File: src/rtl/cordic_pkg.sv
// cordic_pkg: shared types and constants for the CORDIC vectoring controller.
//   - state_t      : controller FSM states
//   - Q_PP..Q_NN   : quadrant codes {x<0, y<0} handed to the angle converter
//   - *_DEF        : default widths
//   - quadrant_of  : builds the quadrant code from the input sign bits
package cordic_pkg;

  localparam int unsigned DATA_W_DEF       = 16;
  localparam int unsigned CORDIC_STEPS_DEF = 16;
  localparam int unsigned ANGLE_W_DEF      = 16;

  localparam logic [1:0] Q_PP = 2'b00;  // x>=0, y>=0
  localparam logic [1:0] Q_PN = 2'b01;  // x>=0, y<0
  localparam logic [1:0] Q_NP = 2'b10;  // x<0,  y>=0
  localparam logic [1:0] Q_NN = 2'b11;  // x<0,  y<0

  typedef enum logic [2:0] {
    IDLE = 3'd0,
    ITER = 3'd1,
    CONV = 3'd2,
    WAIT = 3'd3,
    OUT  = 3'd4
  } state_t;

  // Quadrant code from the sign bits of the raw input sample
  function automatic logic [1:0] quadrant_of(input logic x_neg, input logic y_neg);
    if (x_neg) return y_neg ? Q_NN : Q_NP;
    else       return y_neg ? Q_PN : Q_PP;
  endfunction

endpackage

File: src/rtl/cordic_vec_stage.sv
// cordic_vec_stage: one combinational CORDIC vectoring micro-rotation.
// Ports:
//   xr, yr     in  current (signed) vector
//   idx        in  step index i, used as the arithmetic shift amount
//   xr_next_c  out next x
//   yr_next_c  out next y
//   dir_c      out direction bit (1 when yr >= 0)
module cordic_vec_stage #(
  parameter int unsigned XW = 18,
  parameter int unsigned IW = 4
) (
  input  logic signed [XW-1:0] xr,
  input  logic signed [XW-1:0] yr,
  input  logic        [IW-1:0] idx,
  output logic signed [XW-1:0] xr_next_c,
  output logic signed [XW-1:0] yr_next_c,
  output logic                 dir_c
);

  logic signed [XW-1:0] xs;
  logic signed [XW-1:0] ys;

  // Shift-add on the old values; truncating arithmetic shifts, no rounding
  always_comb begin
    xs    = xr >>> idx;
    ys    = yr >>> idx;
    dir_c = ~yr[XW-1];
    if (dir_c) begin
      xr_next_c = xr + ys;
      yr_next_c = yr - xs;
    end else begin
      xr_next_c = xr - ys;
      yr_next_c = yr + xs;
    end
  end

endmodule

File: src/rtl/cordic_vectoring_ctrl.sv
// cordic_vectoring_ctrl: sequences one CORDIC vectoring operation per request.
// Folds (in_x, in_y) into the right half-plane, runs CORDIC_STEPS micro-rotations
// (one per clock), hands quadrant + direction vector to the angle converter,
// waits for conv_done, then presents angle and unscaled magnitude.
// Optional feature macro: CORDIC_CTRL_ZERO_BYPASS_EN (a (0,0) sample goes straight
// to OUT with angle 0 / magnitude 0 and no converter pulse).
// Ports:
//   clk, nreset                 clock, async active-low reset
//   in_valid/in_ready, in_x/y   input sample handshake
//   conv_enable                 one-cycle start pulse to the converter
//   conv_quadrant               quadrant code, held until the next accept
//   conv_micro_rotation         direction vector, bit i = step i
//   conv_done, conv_angle       converter result
//   out_valid/out_ready         result handshake
//   out_angle, out_mag          signed angle, final x (includes CORDIC gain)
module cordic_vectoring_ctrl
  import cordic_pkg::*;
#(
  parameter int unsigned DATA_W       = DATA_W_DEF,
  parameter int unsigned CORDIC_STEPS = CORDIC_STEPS_DEF,
  parameter int unsigned ANGLE_W      = ANGLE_W_DEF
) (
  input  logic                    clk,
  input  logic                    nreset,
  input  logic                    in_valid,
  output logic                    in_ready,
  input  logic [DATA_W-1:0]       in_x,
  input  logic [DATA_W-1:0]       in_y,
  output logic                    conv_enable,
  output logic [1:0]              conv_quadrant,
  output logic [CORDIC_STEPS-1:0] conv_micro_rotation,
  input  logic                    conv_done,
  input  logic [ANGLE_W-1:0]      conv_angle,
  output logic                    out_valid,
  input  logic                    out_ready,
  output logic [ANGLE_W-1:0]      out_angle,
  output logic [DATA_W+1:0]       out_mag
);

  localparam int unsigned XW = DATA_W + 2;
  localparam int unsigned IW = (CORDIC_STEPS > 1) ? $clog2(CORDIC_STEPS) : 1;
  localparam logic [IW-1:0] LAST_STEP = IW'(CORDIC_STEPS - 1);

  state_t state, state_n;

  logic signed [XW-1:0]     xr, yr, xr_n, yr_n;
  logic        [IW-1:0]     cnt, cnt_n;
  logic [CORDIC_STEPS-1:0]  micro_n;
  logic [1:0]               quad_n;
  logic [ANGLE_W-1:0]       angle_n;
  logic [XW-1:0]            mag_n;
  logic                     in_ready_n, out_valid_n, conv_enable_n;

  logic signed [XW-1:0]     in_x_ext, in_y_ext;
  logic signed [XW-1:0]     st_x_c, st_y_c;
  logic                     st_dir_c;

  // Widen before negation so the most negative input folds exactly
  assign in_x_ext = XW'($signed(in_x));
  assign in_y_ext = XW'($signed(in_y));

  cordic_vec_stage #(
    .XW (XW),
    .IW (IW)
  ) u_stage (
    .xr        (xr),
    .yr        (yr),
    .idx       (cnt),
    .xr_next_c (st_x_c),
    .yr_next_c (st_y_c),
    .dir_c     (st_dir_c)
  );

  // Next-state and next-register logic
  always_comb begin
    state_n = state;
    xr_n    = xr;
    yr_n    = yr;
    cnt_n   = cnt;
    micro_n = conv_micro_rotation;
    quad_n  = conv_quadrant;
    angle_n = out_angle;
    mag_n   = out_mag;

    case (state)
      IDLE: begin
        if (in_valid && in_ready) begin
          quad_n  = quadrant_of(in_x[DATA_W-1], in_y[DATA_W-1]);
          xr_n    = in_x_ext[XW-1] ? -in_x_ext : in_x_ext;
          yr_n    = in_y_ext[XW-1] ? -in_y_ext : in_y_ext;
          cnt_n   = '0;
          micro_n = '0;
          state_n = ITER;
`ifdef CORDIC_CTRL_ZERO_BYPASS_EN
          if ((in_x == '0) && (in_y == '0)) begin
            angle_n = '0;
            mag_n   = '0;
            state_n = OUT;
          end
`endif
        end
      end
      ITER: begin
        xr_n         = st_x_c;
        yr_n         = st_y_c;
        micro_n[cnt] = st_dir_c;
        cnt_n        = cnt + IW'(1);
        if (cnt == LAST_STEP) state_n = CONV;
      end
      CONV: state_n = WAIT;
      WAIT: begin
        if (conv_done) begin
          angle_n = conv_angle;
          mag_n   = xr;
          state_n = OUT;
        end
      end
      OUT: begin
        if (out_ready) state_n = IDLE;
      end
      default: state_n = IDLE;
    endcase

    // Handshake/strobe flops track the state being entered
    in_ready_n    = (state_n == IDLE);
    out_valid_n   = (state_n == OUT);
    conv_enable_n = (state_n == CONV);
  end

  // State and datapath registers
  always_ff @(posedge clk or negedge nreset) begin
    if (!nreset) begin
      state               <= IDLE;
      xr                  <= '0;
      yr                  <= '0;
      cnt                 <= '0;
      conv_micro_rotation <= '0;
      conv_quadrant       <= '0;
      out_angle           <= '0;
      out_mag             <= '0;
      in_ready            <= 1'b0;
      out_valid           <= 1'b0;
      conv_enable         <= 1'b0;
    end else begin
      state               <= state_n;
      xr                  <= xr_n;
      yr                  <= yr_n;
      cnt                 <= cnt_n;
      conv_micro_rotation <= micro_n;
      conv_quadrant       <= quad_n;
      out_angle           <= angle_n;
      out_mag             <= mag_n;
      in_ready            <= in_ready_n;
      out_valid           <= out_valid_n;
      conv_enable         <= conv_enable_n;
    end
  end

endmodule
File: config.mk
export PLATFORM = sky130hd
export DESIGN_NAME = cordic_vectoring_ctrl
export DESIGN_NICKNAME = d
export VERILOG_FILES = /design/src/rtl/cordic_pkg.sv /design/src/rtl/cordic_vec_stage.sv /design/src/rtl/cordic_vectoring_ctrl.sv
export SDC_FILE = /design/constraint.sdc
export NUM_CORES = 1
export LEC_CHECK = 0
export CELL_PAD_IN_SITES_DETAIL_PLACEMENT = 1
export CELL_PAD_IN_SITES_GLOBAL_PLACEMENT = 2
export CORE_MARGIN = 2
export CORE_UTILIZATION = 36
export DETAILED_ROUTE_END_ITERATION = 7
export GPL_ROUTABILITY_DRIVEN = 0
export GPL_TIMING_DRIVEN = 1
export PLACE_DENSITY = 0.84
export SLEW_MARGIN = 20
export SYNTH_ARGS = -nofsm -noshare
export SYNTH_HDL_FRONTEND = slang
export SYNTH_HIERARCHICAL = 1
export SYNTH_SLANG_ARGS = --single-unit
File: constraint.sdc
create_clock -name clk -period 5.5 [get_ports clk]
set_clock_uncertainty 0.1 [all_clocks]
set_input_delay 1.1 -clock clk [delete_from_list [all_inputs] [get_ports clk]]
set_output_delay 1.1 -clock clk [all_outputs]
set_load 0.05 [all_outputs]
======== Word-level counts from Yosys, hierarchy flattened ========
Cells that the tools add are included.
word-level totals
  flip-flop bits (word level) ............. 98
  input bits .............................. 53
  output and inout port bits .............. 55
  word-level logic and storage cells ...... 62
operators by class
  add/sub/neg operators ................... 7
  magnitude comparators ................... 2
  equal/unequal tests ..................... 8
  shift operators ......................... 2
  mux-type cells .......................... 23
  bitwise operators ....................... 1
  reduce and logical (&&, ||, !) cells .... 8
operator list
  cell                                                               count
  2-to-1 mux 18 bit                                                  6
  one-hot mux 18 bit (2 select lines)                                2
  adder 18 bit                                                       2
  negator 16 -> 18 bit                                               2
  >>> shifter 18 x 4 -> 18 bit                                       2
  subtractor 18 bit                                                  2
  one-hot mux 16 bit (2 select lines)                                1
  bitwise mux 16 bit                                                 1
  2-to-1 mux 16 bit                                                  1
  one-hot mux 3 bit (5 select lines)                                 1
  2-to-1 mux 3 bit                                                   4
  == test 3 x 2 -> 1 bit, second input constant                      3
  one-hot mux 4 bit (2 select lines)                                 1
  == test 3 bit, second input constant                               2
  zero test 3 bit                                                    2
  AND reduction 2 bit                                                3
  less-than comparator 4 x 5 -> 1 bit, second input constant         1
  adder 4 x 1 -> 4 bit, second input constant                        1
  demux 1 bit (select 4 bit)                                         1
  == test 4 bit, second input constant                               1
  greater-or-equal comparator 4 x 1 -> 1 bit, second input constant  1
  2-to-1 mux 4 bit                                                   1
  == test 3 x 1 -> 1 bit, second input constant                      1
  2-to-1 mux 1 bit                                                   3
  other kinds (5)                                                    6

======== Longest topological paths before layout ========
  depth in word-level cells ............... 6
  depth in mapped cells ................... 23
  mapped depth without buffers ............ 20

======== By module ========
Netlist, hierarchy kept.
by module, submodules not included
  module                 times used  cells each  area an instance (um^2)  seq. area each (um^2)
  cordic_vectoring_ctrl  1           463         4748.3                   2452.4
  cordic_vec_stage       1           498         3991.3                   0.0

======== Least setup slack after synthesis ========
OpenSTA, ideal clock, no wires.
  path kind ............................... flip-flop to flip-flop
  from .................................... register cnt[1]
  to ...................................... register yr[16]
  library setup time ...................... 0.083 ns
  arrival ................................. 4.571 ns
  required time ........................... 5.317 ns
  setup slack ............................. 0.747 ns
  stages on the path, launching flop included .. 20
  buffers on the path ..................... 2
  period minus slack after synthesis ...... 4.753 ns
  cell sequence ........................... dfrtp_1 -> buf_4 -> buf_6 -> mux4_2 -> mux2_2 -> mux2_2 -> inv_1 -> ha_1 -> mux2_2 -> fa_1 -> a21o_1 -> a21oi_1 -> o21ai_0 -> o41ai_1 -> o311ai_0 -> a31o_2 -> a21oi_1 -> xnor2_1 -> nand2_1 -> o21ai_0
between the ends
  longest elaborated chain between the ends .. 4
  elaborated cells between the ends (all ways) .. 5
  those cells by class .................... add/sub: 2; shift: 1; mux: 2
ends and longest elaborated chain
  what                                                      line                                            source
  start, declared                                           cordic_vectoring_ctrl.sv:47                     logic [IW-1:0] cnt, cnt_n;
  start signal, assigned                                    cordic_vectoring_ctrl.sv:148                    cnt <= cnt_n;
  >>> shifter 18 x 4 -> 18 bit *                            cordic_vec_stage.sv:25                          xs = xr >>> idx;
  subtractor 18 bit / adder 18 bit (equally long branches)  cordic_vec_stage.sv:30, cordic_vec_stage.sv:33
  2-to-1 mux 18 bit *                                       cordic_vec_stage.sv:28                          if (dir_c) begin
  via st_y_c[16]                                            cordic_vectoring_ctrl.sv:55                     logic signed [XW-1:0] st_x_c, st_y_c;
  one-hot mux 18 bit (2 select lines) *                     cordic_vectoring_ctrl.sv:85                     case (state)
  end signal, assigned                                      cordic_vectoring_ctrl.sv:147                    yr <= yr_n;
  end, declared                                             cordic_vectoring_ctrl.sv:46                     logic signed [XW-1:0] xr, yr, xr_n, yr_n;
Mark *: on every way through the listed nets, which the timed path passes. The rest lies on a longest branch.
A chain may end at the register's enable or synchronous reset.

======== Worst setup path in the final report ========
  from .................................... register cnt[0]
  to ...................................... register xr[16]
between the ends
  longest elaborated chain between the ends .. 4
  elaborated cells between the ends (all ways) .. 5
  those cells by class .................... add/sub: 2; shift: 1; mux: 2
ends and longest elaborated chain
  what                                                      line                                            source
  >>> shifter 18 x 4 -> 18 bit *                            cordic_vec_stage.sv:26                          ys = yr >>> idx;
  adder 18 bit / subtractor 18 bit (equally long branches)  cordic_vec_stage.sv:29, cordic_vec_stage.sv:32
  2-to-1 mux 18 bit *                                       cordic_vec_stage.sv:28
  via st_x_c[16]                                            cordic_vectoring_ctrl.sv:55
  one-hot mux 18 bit (2 select lines) *                     cordic_vectoring_ctrl.sv:85
  end signal, assigned                                      cordic_vectoring_ctrl.sv:146                    xr <= xr_n;
  end, declared                                             cordic_vectoring_ctrl.sv:46
Marked as above.

==> impl_metrics.toml <==
[placement]
port_buffers = 107
hpwl_mm = 21.5
dp_slack_ns = 0.222

[route]
vias_per_cell = 5.78
firstDrtPassIters = 4
ant_nets = 0
route.detailed.drc = 0
vias = 8039
wl_per_cell_um = 20.9
routed_wl_mm = 29.1
drtIter0Drc = 370

[global_route]
antenna_found_initial = 0
grt_pass1_wl_mm = 46.5
gr-usage-all-layers_pct = 22.8
grt_pass1_vias = 8106
grt_max_degree = 69
grt_remaining_overflow = 0

[synth]
avgSynthCellArea_um2 = 9.09
synth_edf_count = 0
synth.top_cell.area_share_pct = 28.1
synth_compound_area_share_pct = 19.2
synth_fp_nets = 1058
synth_ff_type = "dfrtp_1"
ys.warnings.count = 6
syn_area_um2 = 8740
yosysMostFrequentCell = "nand2_1"
async_flop_share_pct = 100
synth_mux_area_share_pct = 17.0
syn_inst = 961
synthXorXnorAreaFrac_pct = 8.32
synth.distinct_cells = 81
synth.largest_area_cell = "dfrtp_1"
synth_common_cells = "109 x nand2_1, 98 x dfrtp_1, 71 x nor2_1, 70 x o21ai_0, 57 x a21oi_1"
synth-simple-area-share_pct = 16.6
yosysSeqAreaShare_pct = 28.1
yosys_register_bits = 98
synth_top_family_by_area = "compound AO/OA/AOI/OAI gates"
synth-adder-area-share_pct = 6.47
synthTopCellsByArea = "dfrtp_1 28%, mux4_2 6.7%, ha_1 6.0%"

[timing]
max_freq_mhz = 193
rsz0062_at_grt = "false"
fin_setup_tns_ns = 0
worst-slew-pin-transition_ns = 0.928
min_period_over_period_pct = 94.0
setup_violations = 0
slew_viol_final = 0
fin_ws_ns = 0.331
final-hold-violation-count = 0
maxSlewHeadroom_pct = 38.1
fin_crit_ns = 5.17

[cells_and_area]
fillers = 2840
antennaDiodeCount = 0
area_growth_pct = 21.3
fin_nets = 1158
drive_gt1_share_pct = 14.8

[die]
core-area_um2 = 24100
die_h_um = 160
die_w_um = 160
io_pins = 108
die-area_um2 = 25500
rows = 57
start_util_pct = 36.3

[setup_path]
end_kind = "flop"
reg2reg_depth = 19
cp_max_fo = 31
r2r_start = "cnt[0]"
criticalPathCategory = "flop to flop"
crit_arrival_ns = 5.26
timing.rr.end = "xr[16]"
r2r_slack_ns = 0.33
crit_start = "cnt[0]"
start_kind = "flop"
worst_ep_required_time_ns = 5.59
crit_end = "xr[16]"

[clock_network]
cts_max_path_buffers = 2
h-tree-depth = 3
cts.reportedPaths.clkPinSlew_ns = 0.07
cts_sinks = 98
insertion_delay_ns = 0.36
cts_tree = "yes"
cts_root_buf = "clkbuf_16"
cts_made_buffers = 9
holdBufCountCts = 0

[flow_run]
cap_violations = 0

[worst_hold_path]
hold_class = "flop to flop"

[run_status]
status = "finished clean"
[cells by family after synthesis]
logic type	Yosys count
xor+xnor	83
fa+ha+maj	44
compound gates	254
flops	98
mux	99
buf+inv	87
simple gates	296
[cell usage in the layout (no fill, tap or decap), drive strengths merged, types with 13 or more instances in the layout]
master         count
mux2              45
nor3              18
inv               31
nand2            109
xnor2             48
o31ai             13
o41ai             13
mux2i             21
o21ai             75
clkdlybuf4s50    106
xor2              35
nor2b             14
mux4              33
ha                42
dfrtp             98
o211ai            14
nand3             31
nor2              71
buf               40
a21oi             58
[through the flow]
| step | util [%] | hold slack [ns] | area, um2 | std cells |
|---|---|---|---|---|
| 2_1_floorplan | - | 0.401 | 8740 | 961 |
| 3_3_place_gp | 42.3 | 0.366 | 10200 | 1368 |
| 3_5_place_dp | 42.3 | 0.370 | 10200 | 1368 |
| 4_1_cts | 43.7 | 0.387 | 10500 | 1384 |
| 5_1_grt | 44.0 | 0.409 | 10600 | 1390 |
| 6_report | 44.0 | 0.381 | 10600 | 1390 |
[sequential cells by signal, summed over array words and instances (netlist names)]
signal,flops
yr,18
out_angle,16
cnt,4
out_valid,1
in_ready,1
conv_enable,1
xr,18
out_mag,18
conv_quadrant,2
state,3
conv_micro_rotation,16
[final cells by class]
type,count,area [um2],area share [%]
clock buffers,11,233,2.19
clock inverters,5,108,1.01
inverters,30,113,1.06
multi-input cells,776,5920,55.9
flip-flops and latches,98,2460,23.2
well taps,324,405,3.82
repair buffers,146,1370,12.9
[metal layers]
| metal | global-route usage (%) | up-vias | share of wire (%) | wire (um) |
|---|---|---|---|---|
| met3 | 4.81 | 34 | 6.6 | 1930 |
| met1 | 32.0 | 4008 | 46 | 13300 |
| met2 | 35.8 | 242 | 46 | 13200 |
| li1 | - | 3755 | - | - |
| met5 | 0 | - | 0 | 0 |
| met4 | 6.22 | 0 | 2.0 | 582 |
[worst min path at each step]
stage	from	endpoint	cells after the start
after floorplan	yr[17]	yr[17]	2
after global placement	conv_quadrant[0]	conv_quadrant[0]	2
after detailed placement	conv_quadrant[0]	conv_quadrant[0]	2
after CTS	conv_quadrant[0]	conv_quadrant[0]	2
after global routing	conv_quadrant[0]	conv_quadrant[0]	2
final	conv_quadrant[0]	conv_quadrant[0]	2
[worst max-delay path, cell delays in order, from the launching register on]
cell	delay, ns
dfrtp_2	0.41
buf_6	0.31
mux4_1	0.66
and2_1	0.19
a2bb2oi_1	0.20
or3_1	0.43
or2_2	0.31
xor2_1	0.14
o22ai_1	0.19
ha_1	0.33
a21o_1	0.20
a21o_1	0.19
a21oi_1	0.23
nor2_1	0.08
a21oi_1	0.12
o31ai_1	0.12
o41ai_1	0.31
xnor2_1	0.18
nand2_1	0.08
o21ai_0	0.22
[what timing repair did]
action                                  4_1_cts  5_1_grt
endpoints found under the setup margin        0        1
setup buffers                                 0        6
resized for setup                             0        5
endpoints found under the hold margin         0        0
Power is not shown: default switching activity piles up to over one toggle a cycle in this logic, so the estimate is an artifact.
